==> src/rtl/mem_bus_arbiter_if.sv <==
// Pipeline-side request ports and SRAM-like bus signals shared by the memory bus arbiter.
// The master modport is the arbiter's view; slave is the pipeline/memory environment.
interface mem_bus_arbiter_if;
    logic        inst_req;
    logic [31:0] inst_addr;
    logic [31:0] inst_rdata;
    logic        inst_done;
    logic        data_req;
    logic        data_wr;
    logic [3:0]  data_be;
    logic [31:0] data_addr;
    logic [31:0] data_wdata;
    logic [31:0] data_rdata;
    logic        data_done;
    logic        bus_req;
    logic        bus_wr;
    logic [3:0]  bus_be;
    logic [31:0] bus_addr;
    logic [31:0] bus_wdata;
    logic        bus_addr_ok;
    logic [31:0] bus_rdata;
    logic        bus_data_ok;
    logic        bus_err;
    logic        stall;

    modport master (
        input  inst_req, inst_addr, data_req, data_wr, data_be, data_addr, data_wdata,
               bus_addr_ok, bus_rdata, bus_data_ok,
        output inst_rdata, inst_done, data_rdata, data_done,
               bus_req, bus_wr, bus_be, bus_addr, bus_wdata, bus_err, stall
    );

    modport slave (
        output inst_req, inst_addr, data_req, data_wr, data_be, data_addr, data_wdata,
               bus_addr_ok, bus_rdata, bus_data_ok,
        input  inst_rdata, inst_done, data_rdata, data_done,
               bus_req, bus_wr, bus_be, bus_addr, bus_wdata, bus_err, stall
    );
endinterface

==> src/rtl/mem_bus_arbiter.sv <==
// Shares one memory bus between the fetch and data ports, one transaction at a time,
// with fixed data-over-fetch priority, per-port done pulses and a transaction timeout.
module mem_bus_arbiter #(
    parameter int unsigned TIMEOUT = 255
) (
    input  logic             clk,
    input  logic             rst,
    mem_bus_arbiter_if.master mb
);

    typedef enum logic [2:0] {
        IDLE,
        D_ADDR,
        D_WAIT,
        I_ADDR,
        I_WAIT
    } state_t;

    state_t      state;
    logic [31:0] wait_cnt;
    logic        is_data;
    logic        in_addr;
    logic        in_wait;
    logic        xfer_done;
    logic        timed_out;

    assign is_data   = (state == D_ADDR) || (state == D_WAIT);
    assign in_addr   = (state == D_ADDR) || (state == I_ADDR);
    assign in_wait   = (state == D_WAIT) || (state == I_WAIT);
    assign xfer_done = (in_addr && mb.bus_addr_ok && mb.bus_data_ok) || (in_wait && mb.bus_data_ok);

    // A normal completion in the same cycle as the deadline wins over the abort
    assign timed_out = (in_addr || in_wait) && (TIMEOUT != 0) &&
                       ((wait_cnt + 32'd1) == TIMEOUT) && !xfer_done;

    assign mb.stall = (mb.inst_req && !mb.inst_done) || (mb.data_req && !mb.data_done);

    always_ff @(posedge clk) begin
        if (rst) begin
            state         <= IDLE;
            wait_cnt      <= '0;
            mb.bus_req    <= 1'b0;
            mb.bus_wr     <= 1'b0;
            mb.bus_be     <= '0;
            mb.bus_addr   <= '0;
            mb.bus_wdata  <= '0;
            mb.bus_err    <= 1'b0;
            mb.inst_done  <= 1'b0;
            mb.data_done  <= 1'b0;
            mb.inst_rdata <= '0;
            mb.data_rdata <= '0;
        end else begin
            mb.inst_done <= 1'b0;
            mb.data_done <= 1'b0;
            mb.bus_err   <= 1'b0;
            case (state)
                IDLE: begin
                    // A port whose done is high right now is finishing, not asking again
                    if (mb.data_req && !mb.data_done) begin
                        state        <= D_ADDR;
                        wait_cnt     <= '0;
                        mb.bus_req   <= 1'b1;
                        mb.bus_wr    <= mb.data_wr;
                        mb.bus_be    <= mb.data_wr ? mb.data_be : 4'hF;
                        mb.bus_addr  <= mb.data_addr;
                        mb.bus_wdata <= mb.data_wdata;
                    end else if (mb.inst_req && !mb.inst_done) begin
                        state        <= I_ADDR;
                        wait_cnt     <= '0;
                        mb.bus_req   <= 1'b1;
                        mb.bus_wr    <= 1'b0;
                        mb.bus_be    <= 4'hF;
                        mb.bus_addr  <= mb.inst_addr;
                        mb.bus_wdata <= '0;
                    end
                end
                default: begin
                    wait_cnt <= wait_cnt + 32'd1;
                    if (xfer_done || timed_out) begin
                        state      <= IDLE;
                        mb.bus_req <= 1'b0;
                        mb.bus_err <= timed_out;
                        if (is_data) begin
                            mb.data_done  <= 1'b1;
                            mb.data_rdata <= timed_out ? 32'd0 : mb.bus_rdata;
                        end else begin
                            mb.inst_done  <= 1'b1;
                            mb.inst_rdata <= timed_out ? 32'd0 : mb.bus_rdata;
                        end
                    end else if (in_addr && mb.bus_addr_ok) begin
                        mb.bus_req <= 1'b0;
                        state      <= is_data ? D_WAIT : I_WAIT;
                    end
                end
            endcase
        end
    end

endmodule

==> src/flat_wrapper.sv <==
// flat-port wrapper written by rule: the top's interface ports become plain ports
module mem_bus_arbiter_flat 
#(
    parameter int unsigned TIMEOUT = 255
)
  (clk, rst, mb_inst_req, mb_inst_addr, mb_data_req, mb_data_wr, mb_data_be, mb_data_addr, mb_data_wdata, mb_bus_addr_ok, mb_bus_rdata, mb_bus_data_ok, mb_inst_rdata, mb_inst_done, mb_data_rdata, mb_data_done, mb_bus_req, mb_bus_wr, mb_bus_be, mb_bus_addr, mb_bus_wdata, mb_bus_err, mb_stall);
  mem_bus_arbiter_if mb_i ();
  input  logic clk;
  input  logic rst;
  input wire logic [$bits(mb_i.inst_req)-1:0] mb_inst_req;
  input wire logic [$bits(mb_i.inst_addr)-1:0] mb_inst_addr;
  input wire logic [$bits(mb_i.data_req)-1:0] mb_data_req;
  input wire logic [$bits(mb_i.data_wr)-1:0] mb_data_wr;
  input wire logic [$bits(mb_i.data_be)-1:0] mb_data_be;
  input wire logic [$bits(mb_i.data_addr)-1:0] mb_data_addr;
  input wire logic [$bits(mb_i.data_wdata)-1:0] mb_data_wdata;
  input wire logic [$bits(mb_i.bus_addr_ok)-1:0] mb_bus_addr_ok;
  input wire logic [$bits(mb_i.bus_rdata)-1:0] mb_bus_rdata;
  input wire logic [$bits(mb_i.bus_data_ok)-1:0] mb_bus_data_ok;
  output wire logic [$bits(mb_i.inst_rdata)-1:0] mb_inst_rdata;
  output wire logic [$bits(mb_i.inst_done)-1:0] mb_inst_done;
  output wire logic [$bits(mb_i.data_rdata)-1:0] mb_data_rdata;
  output wire logic [$bits(mb_i.data_done)-1:0] mb_data_done;
  output wire logic [$bits(mb_i.bus_req)-1:0] mb_bus_req;
  output wire logic [$bits(mb_i.bus_wr)-1:0] mb_bus_wr;
  output wire logic [$bits(mb_i.bus_be)-1:0] mb_bus_be;
  output wire logic [$bits(mb_i.bus_addr)-1:0] mb_bus_addr;
  output wire logic [$bits(mb_i.bus_wdata)-1:0] mb_bus_wdata;
  output wire logic [$bits(mb_i.bus_err)-1:0] mb_bus_err;
  output wire logic [$bits(mb_i.stall)-1:0] mb_stall;
  assign mb_i.inst_req = mb_inst_req;
  assign mb_i.inst_addr = mb_inst_addr;
  assign mb_i.data_req = mb_data_req;
  assign mb_i.data_wr = mb_data_wr;
  assign mb_i.data_be = mb_data_be;
  assign mb_i.data_addr = mb_data_addr;
  assign mb_i.data_wdata = mb_data_wdata;
  assign mb_i.bus_addr_ok = mb_bus_addr_ok;
  assign mb_i.bus_rdata = mb_bus_rdata;
  assign mb_i.bus_data_ok = mb_bus_data_ok;
  assign mb_inst_rdata = mb_i.inst_rdata;
  assign mb_inst_done = mb_i.inst_done;
  assign mb_data_rdata = mb_i.data_rdata;
  assign mb_data_done = mb_i.data_done;
  assign mb_bus_req = mb_i.bus_req;
  assign mb_bus_wr = mb_i.bus_wr;
  assign mb_bus_be = mb_i.bus_be;
  assign mb_bus_addr = mb_i.bus_addr;
  assign mb_bus_wdata = mb_i.bus_wdata;
  assign mb_bus_err = mb_i.bus_err;
  assign mb_stall = mb_i.stall;
  mem_bus_arbiter #(.TIMEOUT(TIMEOUT)) u_core (.clk(clk), .rst(rst), .mb(mb_i));
endmodule
==> config.mk <==
export PLATFORM = sky130hd
export DESIGN_NAME = mem_bus_arbiter_flat
export DESIGN_NICKNAME = d
export VERILOG_FILES = /design/src/rtl/mem_bus_arbiter_if.sv /design/src/rtl/mem_bus_arbiter.sv /design/src/flat_wrapper.sv
export SDC_FILE = /design/constraint.sdc
export NUM_CORES = 1
export LEC_CHECK = 0
export CAP_MARGIN = 10
export CORE_MARGIN = 4
export CORE_UTILIZATION = 50
export DETAILED_ROUTE_END_ITERATION = 16
export HOLD_SLACK_MARGIN = 0.12
export PLACE_DENSITY_LB_ADDON = 0.08
export SLEW_MARGIN = 25
export SYNTH_ARGS = -nofsm -noshare
export SYNTH_HDL_FRONTEND = slang
export SYNTH_SLANG_ARGS = --single-unit
==> constraint.sdc <==
create_clock -name clk -period 8.25 [get_ports clk]
set_clock_uncertainty 0.2 [all_clocks]
set_input_delay 0.825 -clock clk [delete_from_list [all_inputs] [get_ports clk]]
set_output_delay 0.825 -clock clk [all_outputs]
set_load 0.02 [all_outputs]
# Word level (Yosys, flattened, before mapping)
# Index checks and enable logic that the tools add are counted.
[classes]
muxes = 25
n_bitwise = 3
reduce_logical = 25
eq_ne = 6
addsub = 1
[op_table]
columns = ["op", "count"]
rows = [
  ["32-bit two-way mux", 7],
  ["32-bit by 1-bit adder with 32-bit output, second input constant", 1],
  ["32-bit by 8-bit equality test with 1-bit output, second input constant", 1],
  ["3-bit two-way mux", 6],
  ["4-bit two-way mux", 3],
  ["1-bit two-way mux", 9],
  ["1-bit logical AND", 7],
  ["1-bit logical OR", 7],
  ["3-bit by 2-bit equality test with 1-bit output, second input constant", 2],
  ["3-bit AND reduction", 2],
  ["2-bit AND reduction", 2],
  ["3-bit by 1-bit equality test with 1-bit output, second input constant", 1],
  ["3-bit equality test, second input constant", 1],
  ["1-bit zero test", 3],
  ["3-bit zero test", 1],
  ["3-bit by 1-bit inequality test with 1-bit output, second input constant", 1],
  ["1-bit inverter", 3],
  ["3-bit nonzero test", 1],
  ["3-bit OR reduction", 1],
  ["2-bit nonzero test", 1],
]
[totals]
elab_cells = 72
reg_bits = 172
output_inout_bits = 138

# Logic depth before layout (Yosys ltp)
# Gate-level depths: netlist of run 1.
[logic_depth]
depth_word = 10
mapped_depth = 11

# Worst setup path after synthesis of run 1
# No wires, ideal clock.
[synth_path]
path_type = "register to register"
start = "register u_core.wait_cnt[0]"
end = "register u_core.mb.inst_rdata[12]"
arrival_ns = 3.078
required_ns = 7.913
n_path_buf = 3
period_less_slack_ns = 3.415
path_stages_with_launch = 12
path_slack_ns = 4.835
cell_sequence = "dfxtp_1 > ha_1 > nand3_2 > or4_1 > buf_2 > nor4_4 > o2111ai_1 > or4_4 > nor4_4 > buf_4 > buf_6 > o221ai_2"
[synth_via]
elab_chain_cells = 6
word_cells_on_any_way = 7
cone_classes = "add/sub (1); eq/ne (1); mux (1); reduce/logical (4)"
[synth_lines]
columns = ["item", "line", "rtl"]
rows = [
  ["start, declared", "mem_bus_arbiter.sv:20", "logic [31:0] wait_cnt;"],
  ["start signal, assigned", "mem_bus_arbiter.sv:78", "wait_cnt <= wait_cnt + 32'd1;"],
  ["32-bit by 1-bit adder with 32-bit output (*)", "mem_bus_arbiter.sv:34", "((wait_cnt + 32'd1) == TIMEOUT) && !xfer_done;"],
  ["32-bit by 8-bit equality test with 1-bit output (*)", "mem_bus_arbiter.sv:34", ""],
  ["1-bit logical AND (*)", "mem_bus_arbiter.sv:33", "assign timed_out = (in_addr || in_wait) && (TIMEOUT != 0) &&"],
  ["1-bit logical AND (*)", "mem_bus_arbiter.sv:34", ""],
  ["1-bit logical OR", "mem_bus_arbiter.sv:79", "if (xfer_done || timed_out) begin"],
  ["3-bit AND reduction (no source line)", "n/a", ""],
  ["end signal, assigned", "mem_bus_arbiter.sv:88", "mb.inst_rdata <= timed_out ? 32'd0 : mb.bus_rdata;"],
  ["end, declared", "mem_bus_arbiter_if.sv:29", "output inst_rdata, inst_done, data_rdata, data_done,"],
]
# Mark *: on every way between the ends. The rest lies on a longest branch, timed or not.
# A chain may end at the register's enable or synchronous reset.

# Worst setup path in the final report of run 1
[layout_path]
start = "register u_core.state[0]"
end = "register u_core.mb.data_rdata[22]"
[layout_via]
elab_chain_cells = 9
word_cells_on_any_way = 20
cone_classes = "eq/ne (4); mux (1); bitwise (1); reduce/logical (14)"
[layout_lines]
columns = ["item", "line", "rtl"]
rows = [
  ["start, declared", "mem_bus_arbiter.sv:19", "state_t state;"],
  ["start signal, assigned", "mem_bus_arbiter.sv:92", "state <= is_data ? D_WAIT : I_WAIT;"],
  ["3-bit by 1-bit equality test with 1-bit output or 3-bit by 2-bit equality test with 1-bit output (tied branches)", "mem_bus_arbiter.sv:27, mem_bus_arbiter.sv:28", ""],
  ["1-bit logical OR", "mem_bus_arbiter.sv:28", "assign in_addr = (state == D_ADDR) || (state == I_ADDR);"],
  ["1-bit logical AND (2 in a row)", "mem_bus_arbiter.sv:30", "assign xfer_done = (in_addr && mb.bus_addr_ok && mb.bus_data_ok) || (in_wait && mb.bus_data_ok);"],
  ["1-bit logical OR", "mem_bus_arbiter.sv:30", ""],
  ["1-bit zero test", "mem_bus_arbiter.sv:34", ""],
  ["1-bit logical AND", "mem_bus_arbiter.sv:34", ""],
  ["1-bit logical OR", "mem_bus_arbiter.sv:79", ""],
  ["3-bit AND reduction (no source line)", "n/a", ""],
  ["end signal, assigned", "mem_bus_arbiter.sv:85", "mb.data_rdata <= timed_out ? 32'd0 : mb.bus_rdata;"],
  ["end, declared", "mem_bus_arbiter_if.sv:29", ""],
]
# Several ways; a longest one is shown, not always the timed one.

==> run summary, run 1 <==
Worst EP required - 8.31 ns
max-cap violation count - 0
Placeable Area - 0.01670 mm²
CTS clk-pin slew, worst paths - 0.07 ns
hold depth - 2
area leader, netlist - dfxtp_1
port buffer count - 276
CTS sink count - 171
register area share after synthesis - 40.01%
Ys Warns - 0
min-delay src - u_core.mb.bus_wr$_SDFFE_PP0P_
area of the die - 0.01927 mm²
crit path time final - 4.111 ns
ANT nets after route - 0
Reg-to-Reg End - u_core.mb.data_rdata[22]$_SDFFE_PP0P_
final core occ - 71.07%
CTS tree - built
DRT Pass-1 Iters - 6
GP Congestion - 0.9310
num ports - 277
Hold Vio Cnt, Final - 0
share of post-route cells with drive strength above 1 - 6.056%
fin crit share - 49.83%
htree depth - 4
Initial DRC Count - 577
Netlist Area Pre-Place - 0.008556 mm²
share of Yosys cell area claimed by the top area cell type - 40.01%
Setup Buffers After CTS - 0
critical path class - reg2reg
Syn Inst Count - 1072
EDFF count, synth - 0
CTS buffer count - 17
top cells by area, synth - dfxtp_1 (40%), nand2_1 (7.4%), nor2b_1 (4.7%), nor2_1 (4.7%), mux2i_1 (4.0%)
pwr dens - 220.3 mW/mm²
Die Ht - 138.8 µm
largest net degree at the start of global routing - 100
drt total wl - 27.01 mm
RSZ-0062 raised after global routing - false
WL per Instance - 17.89 µm
Max Clk Rate - 0.2432 GHz
worst min-delay path class - reg2reg
vias in the first global route - 7999
first-pass GRT wire length - 42.67 mm
hold buffer count at CTS - 0
commonest non-fill, non-tap cell in the layout - clkdlybuf4s50_1
most frequent cells in the layout - clkdlybuf4s50_1 (275), dfxtp_1 (171), nand2_1 (168)
hold endpoint - u_core.mb.bus_wr$_SDFFE_PP0P_
overall power - 2.616 mW
Yosys cell types - 59
via/cell ratio - 5.697
crit start category - register
Initial Util - 51.23%
Final setup violation count - 0
peak supply drop - 0.1489 mV
Overflow after GRT - 0
CP Max Fanout - 69
syn nets - 1213
setup tns final - 0 ns
later-pin clock latency in the skew report - 0.43 ns
dpl cells - 1476
fin cells - 1510
Seq cells post-synth - 171
drc violations - 0
outcome - completed
Clock Tree Root - clkbuf_16
Global Route Usage Sum - 26.93%
R2R Setup Slk - 4.14 ns
Async S/R FF share, synth - 0%
R2R cell count - 8
Slew headroom - 33.67%
PnR worst setup slack - 4.139 ns
DP HPWL - 18.55 mm
Post-Syn Area per Cell - 7.981 µm²
R2R Path Start - u_core.state[0]$_SDFFE_PP0P_
# nets final - 1416
crit path DAT - 4.18 ns
Clock Path Buffers - 2
Die Wd - 138.8 µm
CP endpoint kind - register
Area growth syn-to-layout - 38.74%
Slew @ Worst Pin - 0.9949 ns
initial antenna violation count - 2
leak pwr - 4.107 nW
total number of vias - 8603
Slew Limit Fails - 0
Main synth FF type - dfxtp_1
Place WS - 4.199 ns
# rows - 47
Post-CTS Resized - 0
[per-stage QoR]
step	instance area, µm²	hold slack [ns]
3_3_place_gp	11290	0.2410
2_1_floorplan	8556	0.2778
6_report	11870	0.2536
4_1_cts	11870	0.2567
5_1_grt	11870	0.2725
3_5_place_dp	11290	0.2485
[power by group]
group	switching (mW)	internal (mW)
Clock	0.345	0.437
Sequential	0.0626	0.931
Combinational	0.477	0.363
Total	0.884	1.73
[critical path: stages, from the launching register on]
cell	delay (ns)
dfxtp_1	0.57
or3_1	0.83
nand2_1	0.10
a2111oi_0	0.41
nand3_1	0.16
or4_4	0.55
nor4_4	0.21
buf_4	0.63
o21ai_0	0.25
[worst max path at each step]
stage / startpoint / endpoint / slack [ns]
floorplan: u_core.wait_cnt[0]$_SDFFE_PP0P_ / u_core.mb.inst_rdata[12]$_SDFFE_PP0P_ / 4.84
global placement: u_core.wait_cnt[0]$_SDFFE_PP0P_ / u_core.mb.inst_rdata[28]$_SDFFE_PP0P_ / 4.32
detailed placement: u_core.state[0]$_SDFFE_PP0P_ / u_core.mb.inst_rdata[24]$_SDFFE_PP0P_ / 4.20
CTS: u_core.state[0]$_SDFFE_PP0P_ / u_core.mb.inst_rdata[7]$_SDFFE_PP0P_ / 4.14
global route: u_core.state[0]$_SDFFE_PP0P_ / u_core.mb.data_rdata[20]$_SDFFE_PP0P_ / 3.88
finish: u_core.state[0]$_SDFFE_PP0P_ / u_core.mb.data_rdata[22]$_SDFFE_PP0P_ / 4.14
[sequential cells by signal (all words and copies together), names as in the netlist]
signal                cells
u_core.mb.bus_wr          1
u_core.mb.bus_addr       32
u_core.mb.bus_err         1
u_core.mb.bus_be          4
u_core.mb.inst_rdata     32
u_core.wait_cnt          32
u_core.mb.bus_wdata      32
u_core.mb.inst_done       1
u_core.mb.data_rdata     32
u_core.state              3
u_core.mb.data_done       1
[area by class of cell]
cell class | count | area [µm²]
Clock buffer | 21 | 460.4
Inverter | 8 | 30.03
Multi-Input combinational cell | 789 | 4711
Tap cell | 220 | 275.3
Fill cell | 1373 | 4831
Sequential cell | 171 | 3423
Clock inverter | 11 | 111.4
Timing Repair Buffer | 288 | 2854
Antenna cell | 2 | 5.005
[synth_stat cells, drive strengths merged (6+ instances only)]
cell and number:
a211oi 35, a21oi 67, a22oi 33, a311oi 7
a31oi 6, and3 8, buf 13, clkbuf 91
dfxtp 171, inv 7, mux2i 34, nand2 169
nand2b 6, nand3 21, nand4 16, nor2 106
nor2b 64, nor3 22, nor4 12, nor4b 32
o21ai 56, o221ai 31, or3 7, or4 6
xnor2 6, xor2 8
[logic make-up after synthesis]
group | count (synthesis) | synth area share [%]
buf+inv | 112 | 5.221
xor+xnor | 14 | 1.433
flops | 171 | 40.01
mux | 36 | 4.241
compound gates | 258 | 20.59
simple gates | 479 | 28.21
fa+ha+maj | 2 | 0.2924
[per-layer routing]
| metal | up-vias | global-route usage (%) | part of all wire (%) |
|---|---|---|---|
| met2 | 296 | 44.44 | 48 |
| met5 | - | 0 | 0 |
| li1 | 4255 | - | - |
| met4 | 0 | 8.599 | 1.8 |
| met1 | 4025 | 33.50 | 42 |
| met3 | 27 | 8.759 | 8.1 |
Power figures use the tool's default switching activity.
==> run 2: changes to the inputs <==
CORE_UTILIZATION = 47   (was 50)
clock period = 4.1 ns   (was 8.25 ns; I/O delays follow)
==> run 2 against run 1 <==
Net effect:
- sequential power increased by 100%
- non-clock buffer count increased by 5
- critical path type unchanged
- utilization decreased by 4.2 points
- hold slack improved by 0.0079 ns
- setup slack got worse by 3.9 ns
- routed wire length increased by 1.3%
- combinational power increased by 100%
- power increased by 110%
- register-to-register slack got worse by 3.9 ns
- count of clock-buffer cells in the layout decreased by 1
==> run summary, run 2 (same netlist as run 1, synthesis figures left out) <==
outcome - completed
drc violations - 0
CP max stage cell - or4_1
critical path class - reg2reg
Clock Tree Root - clkbuf_16
peak supply drop - 0.4402 mV
DP HPWL - 18.81 mm
Post-CTS Resized - 0
# rows - 49
crit path DAT - 3.91 ns
CTS tree - built
critical path depth in cells - 9
hold buffer count at CTS - 0
ANT nets after route - 0
max-cap violation count - 0
Final setup violation count - 0
Global Route Usage Sum - 25.63%
RSZ-0062 raised after global routing - false
most frequent cells in the layout - clkdlybuf4s50_1 (275), dfxtp_1 (171), nand2_1 (168)
htree depth - 4
port buffer count - 276
R2R Path Start - u_core.wait_cnt[0]$_SDFFE_PP0P_
Worst EP required - 4.18 ns
Slew @ Worst Pin - 0.8133 ns
Overflow after GRT - 0
WL per Instance - 17.92 µm
crit path time final - 3.828 ns
# nets final - 1421
commonest non-fill, non-tap cell in the layout - clkdlybuf4s50_1
Die Wd - 142.9 µm
fin crit share - 93.35%
crit-path max cell delay - 0.72 ns
Placeable Area - 0.01796 mm²
CTS buffer count - 17
largest net degree at the start of global routing - 99
Hold Vio Cnt, Final - 0
overall power - 5.466 mW
setup tns final - 0 ns
Top delay family on crit path - simple AND/OR/NAND/NOR gates
Initial DRC Count - 584
via/cell ratio - 5.663
Critical Path End - u_core.mb.inst_rdata[29]$_SDFFE_PP0P_
crit start category - register
dpl cells - 1490
area of the die - 0.02043 mm²
DRT Pass-1 Iters - 5
drt total wl - 27.35 mm
first-pass GRT wire length - 42.04 mm
CP Max Fanout - 69
pwr dens - 454.8 mW/mm²
Slew Limit Fails - 0
Final Cell Area - 0.01202 mm²
Area growth syn-to-layout - 40.47%
leak pwr - 4.168 nW
CTS clk-pin slew, worst paths - 0.07 ns
R2R Setup Slk - 0.27 ns
vias in the first global route - 7927
Clock Path Buffers - 2
initial antenna violation count - 3
Reg-to-Reg End - u_core.mb.inst_rdata[29]$_SDFFE_PP0P_
Max Clk Rate - 0.2613 GHz
later-pin clock latency in the skew report - 0.42 ns
crit-path cells - ha_1 -> nand3_2 -> or4_1 -> o31ai_1 -> o2111ai_1 -> or4_4 -> nor4_4 -> buf_12 -> o221ai_1
Critical Path Start - u_core.wait_cnt[0]$_SDFFE_PP0P_
share of post-route cells with drive strength above 1 - 6.419%
Bufs and invs on worst path - 1
worst min-delay path class - reg2reg
CP endpoint kind - register
fin cells - 1526
num ports - 277
Die Ht - 142.9 µm
Placement Cell Area - 0.01136 mm²
R2R cell count - 9
Setup Buffers After CTS - 0
Slew headroom - 45.78%
Initial Util - 47.63%
total number of vias - 8642
GP Congestion - 0.9461
CTS sink count - 171
[run 2: cell count changes in the layout (fill, tap and decap cells not counted), moves of 2 or more]
cell / delta
buf_12: +2
bufinv_16: +3
buf_4: +3
diode_2: +2
[run 2: how the worst min path moves through the flow]
stage	from	to	slack, ns	cells after the start
finish	u_core.mb.bus_wr$_SDFFE_PP0P_	u_core.mb.bus_wr$_SDFFE_PP0P_	0.26	2
global route	u_core.mb.bus_wr$_SDFFE_PP0P_	u_core.mb.bus_wr$_SDFFE_PP0P_	0.28	2
CTS	u_core.mb.bus_wr$_SDFFE_PP0P_	u_core.mb.bus_wr$_SDFFE_PP0P_	0.26	2
detailed placement	u_core.mb.bus_wr$_SDFFE_PP0P_	u_core.mb.bus_wr$_SDFFE_PP0P_	0.25	2
global placement	u_core.mb.bus_wr$_SDFFE_PP0P_	u_core.mb.bus_wr$_SDFFE_PP0P_	0.24	2
floorplan	u_core.wait_cnt[30]$_SDFFE_PP0P_	u_core.wait_cnt[30]$_SDFFE_PP0P_	0.28	2
[run 2: cell type report]
| cell class | count | area (µm²) |
|---|---|---|
| fillers | 1519 | 5946 |
| multi-input cells | 789 | 4708 |
| flip-flops and latches | 171 | 3423 |
| repair buffers | 293 | 2917 |
| clock buffers | 20 | 456.7 |
| well taps | 229 | 286.5 |
| clock inverters | 12 | 186.4 |
| inverters | 8 | 30.03 |
| diodes | 4 | 10.01 |
[run 2: report_power, final]
group / leakage (nW) / switching (mW) / internal (mW)
Sequential: 1.39 / 0.125 / 1.87
Combinational: 2.46 / 0.962 / 0.743
Clock: 0.309 / 0.700 / 1.06
Total: 4.17 / 1.79 / 3.68
[run 2: worst register-to-register path, cell delays in order, from the launching register on]
cell	delay (ns)
dfxtp_1	0.46
ha_1	0.27
nand3_2	0.16
or4_1	0.72
o31ai_1	0.35
o2111ai_1	0.16
or4_4	0.52
nor4_4	0.28
buf_12	0.32
o221ai_1	0.23
[run 2: per-layer routing]
metal	vias up	part of all wire (%)	track usage (%)
met5	-	0	0
met4	0	2.0	9.505
met3	35	10	9.411
met2	327	47	40.85
met1	4027	41	31.85
li1	4253	-	-
[run 2: through the flow]
step	util, %	hold WS (ns)	setup slack [ns]
after floorplan	-	0.2778	0.6850
after global placement	63.25	0.2445	0.4154
after detailed placement	63.27	0.2500	0.3503
after CTS	66.85	0.2588	0.3244
after global routing	66.89	0.2848	0.02045
final	66.90	0.2615	0.2724
==> edit: new RTL, settings of run 2 <==
The 5 states of `state_t` get a one-hot encoding in 5 bits.
--- a/src/rtl/mem_bus_arbiter.sv
+++ b/src/rtl/mem_bus_arbiter.sv
@@ -10,8 +10,8 @@
 
-    typedef enum logic [2:0] {
-        IDLE,
-        D_ADDR,
-        D_WAIT,
-        I_ADDR,
-        I_WAIT
+    typedef enum logic [4:0] {
+        IDLE   = 5'b00001,
+        D_ADDR = 5'b00010,
+        D_WAIT = 5'b00100,
+        I_ADDR = 5'b01000,
+        I_WAIT = 5'b10000
     } state_t;
Check against the original RTL: same outputs for any inputs over 4 cycles, from zero or initial values and one cycle with rst high; so few cycles prove little.
==> edit against run 2 <==
- sequential cell count is 3 higher
- synthesized cell count is 2.4% lower
- total power is 5.1% higher
- cell area is 0.41% lower
- area after synthesis is 0.61% higher
- critical path depth stayed put
- first-iteration DRC count is 13% higher
- global-route usage is 1.1 points higher
- setup slack better by 0.16 ns
- non-clock buffer count is 8 higher
- routed wire length is 4.6% higher
- highest routed layer unchanged
==> edit: results (changes against run 2) <==
ROUTEDLENGTHMET1_MM=11.8  # +5.2%
REGTOREGSETUPSLACK_NS=0.43  # +0.16 ns
GLOBALROUTETOTALUTIL_PCT=26.8  # +1.1 points
ANTENNA_FOUND_INITIAL=1  # -2
POWER.SEQUENTIAL.TOTAL_mW=2.13  # +6%
SLOWEST_STAGE='nor4_2'
LAYOUT.CLOCK.CELL_AREA_SHARE_PCT=4.70  # -0.65 points
CLKBUF_COUNT=18  # -10%
BUFAREASHARENONCLOCK_PCT=24.7  # +0.46 points
SEQUENTIAL_SHARE_OF_CELL_AREA_PCT=29.1  # +0.62 points
VIAS_IN_THE_FIRST_GLOBAL_ROUTE=8238  # +3.9%
TIMING.CRITICAL_PATH.FANOUT_MAX=37  # -46%
WORSTSETUPENDPOINT='u_core.mb.data_rdata[10]'
ROUTE.DETAILED.VIAS_PER_INST=6.01  # +6.2%
FINAL_LAYOUT_SIZE_SUFFIX_GT1_SHARE_PCT=6.51  # +0.094 points
USE_MET3_PCT=9.88  # +0.47 points
DELAY_OF_THE_SLOWEST_CELL_ON_THE_WORST_PATH_NS=0.62  # -0.10 ns
NFLOPSANDLATCHES=174  # +1.8%
YS_TOP_CELLS_BY_AREA='dfxtp_1 40%, a22oi_1 5.8%, nand3_1 5.0%'
SLEW_HR_PCT=32.2  # -14 points
USE_MET2_PCT=43.2  # +2.3 points
NUMBER_OF_FILLER_INSTANCES_IN_THE_FINAL_LAYOUT=1530  # +0.72%
POWER_FRAC_COMB_PCT=35.6  # +4.4 points
YOSYSUNIQUECELLTYPES=63  # +6.8%
YS_SEQ_AREA_SHARE_PCT=40.5  # +0.45 points
MET2_LENGTH_MM=13.5  # +5.4%
GRT_FIRST_PASS_WIRELENGTH_MM=44.4  # +5.6%
MAXIMUM_NUMBER_OF_PINS_ON_ONE_NET_BEFORE_GLOBAL_ROUTE_REPAIR=100  # +1.0%
NNONCLKBUFFERS=301  # +2.7%
P_SW_SHARE_PCT=36.6  # +3.9 points
RUN_STATUS='finished clean'
GRT.MET1_USAGE_PCT=33.9  # +2.1 points
INVERTERS=10  # +2
SYNTH_NETS=1187  # -2.1%
VDD_DROP_MAX_uV=357  # -19%
MULTI_INPUT_COMB_CELLS=742  # -6.0%
DP_HPWL_MM=19.7  # +5.0%
DR_WL_MET3_MM=2.71  # -1.3%
AREA_OF_THE_MULTI_INPUT_GATES_SQ_UM=4640  # -1.5%
## edit: cell types whose count changed after synthesis, sizes merged, moves of 29 or more
cell,change
nor2b,-62
a22oi,+33
nand2,-120
nor4b,-31
nand3,+66
o221ai,-31
a21oi,-38
a31oi,+61
o211ai,+34
and4,+29
## edit: critical path, delay by kind of cell (launching register included)
kind / cells / cell delay, ns
AND/OR/NAND/NOR: 5 / 1.57
buffers and inverters: 1 / 0.37
flip-flops: 1 / 0.48
AO/OA/AOI/OAI: 2 / 0.53
adder cells (fa/ha/maj): 1 / 0.34
## edit: worst min-delay path by stage
stage / from / end / slack, ns / cells after the start
floorplan: u_core.wait_cnt[31] / u_core.wait_cnt[31] / 0.26 / 2
CTS: u_core.mb.bus_wr / u_core.mb.bus_wr / 0.26 / 2
finish: u_core.mb.bus_wr / u_core.mb.bus_wr / 0.26 / 2
global route: rst / u_core.wait_cnt[15] / 0.29 / 2
global placement: u_core.mb.bus_wr / u_core.mb.bus_wr / 0.24 / 2
detailed placement: u_core.mb.bus_wr / u_core.mb.bus_wr / 0.25 / 2
## edit: per-stage QoR
step	power (mW)	utilization (%)	cells	setup WS [ns]	area (sq um)
finish	5.74	66.6	1489	0.434	12000
global route	6.04	66.6	1489	0.126	12000
CTS	5.78	66.6	1488	0.472	12000
detailed placement	4.20	63.5	1456	0.490	11400
global placement	4.18	63.5	1456	0.576	11400
floorplan	3.29	-	1046	0.916	8610
## edit: logic make-up (layout without fill, tap and decap cells)
kind of cell	count (synthesis)	after routing	synth area share (%)
buffers and inverters	130	343	5.93
adders and majority gates	2	2	0.291
and+or+nand+nor	366	366	22.4
muxes	33	33	3.84
AOI/OAI and AO/OA	328	328	25.8
other	0	1	0
xor gates and xnor gates	13	13	1.32
DFF	174	174	40.5
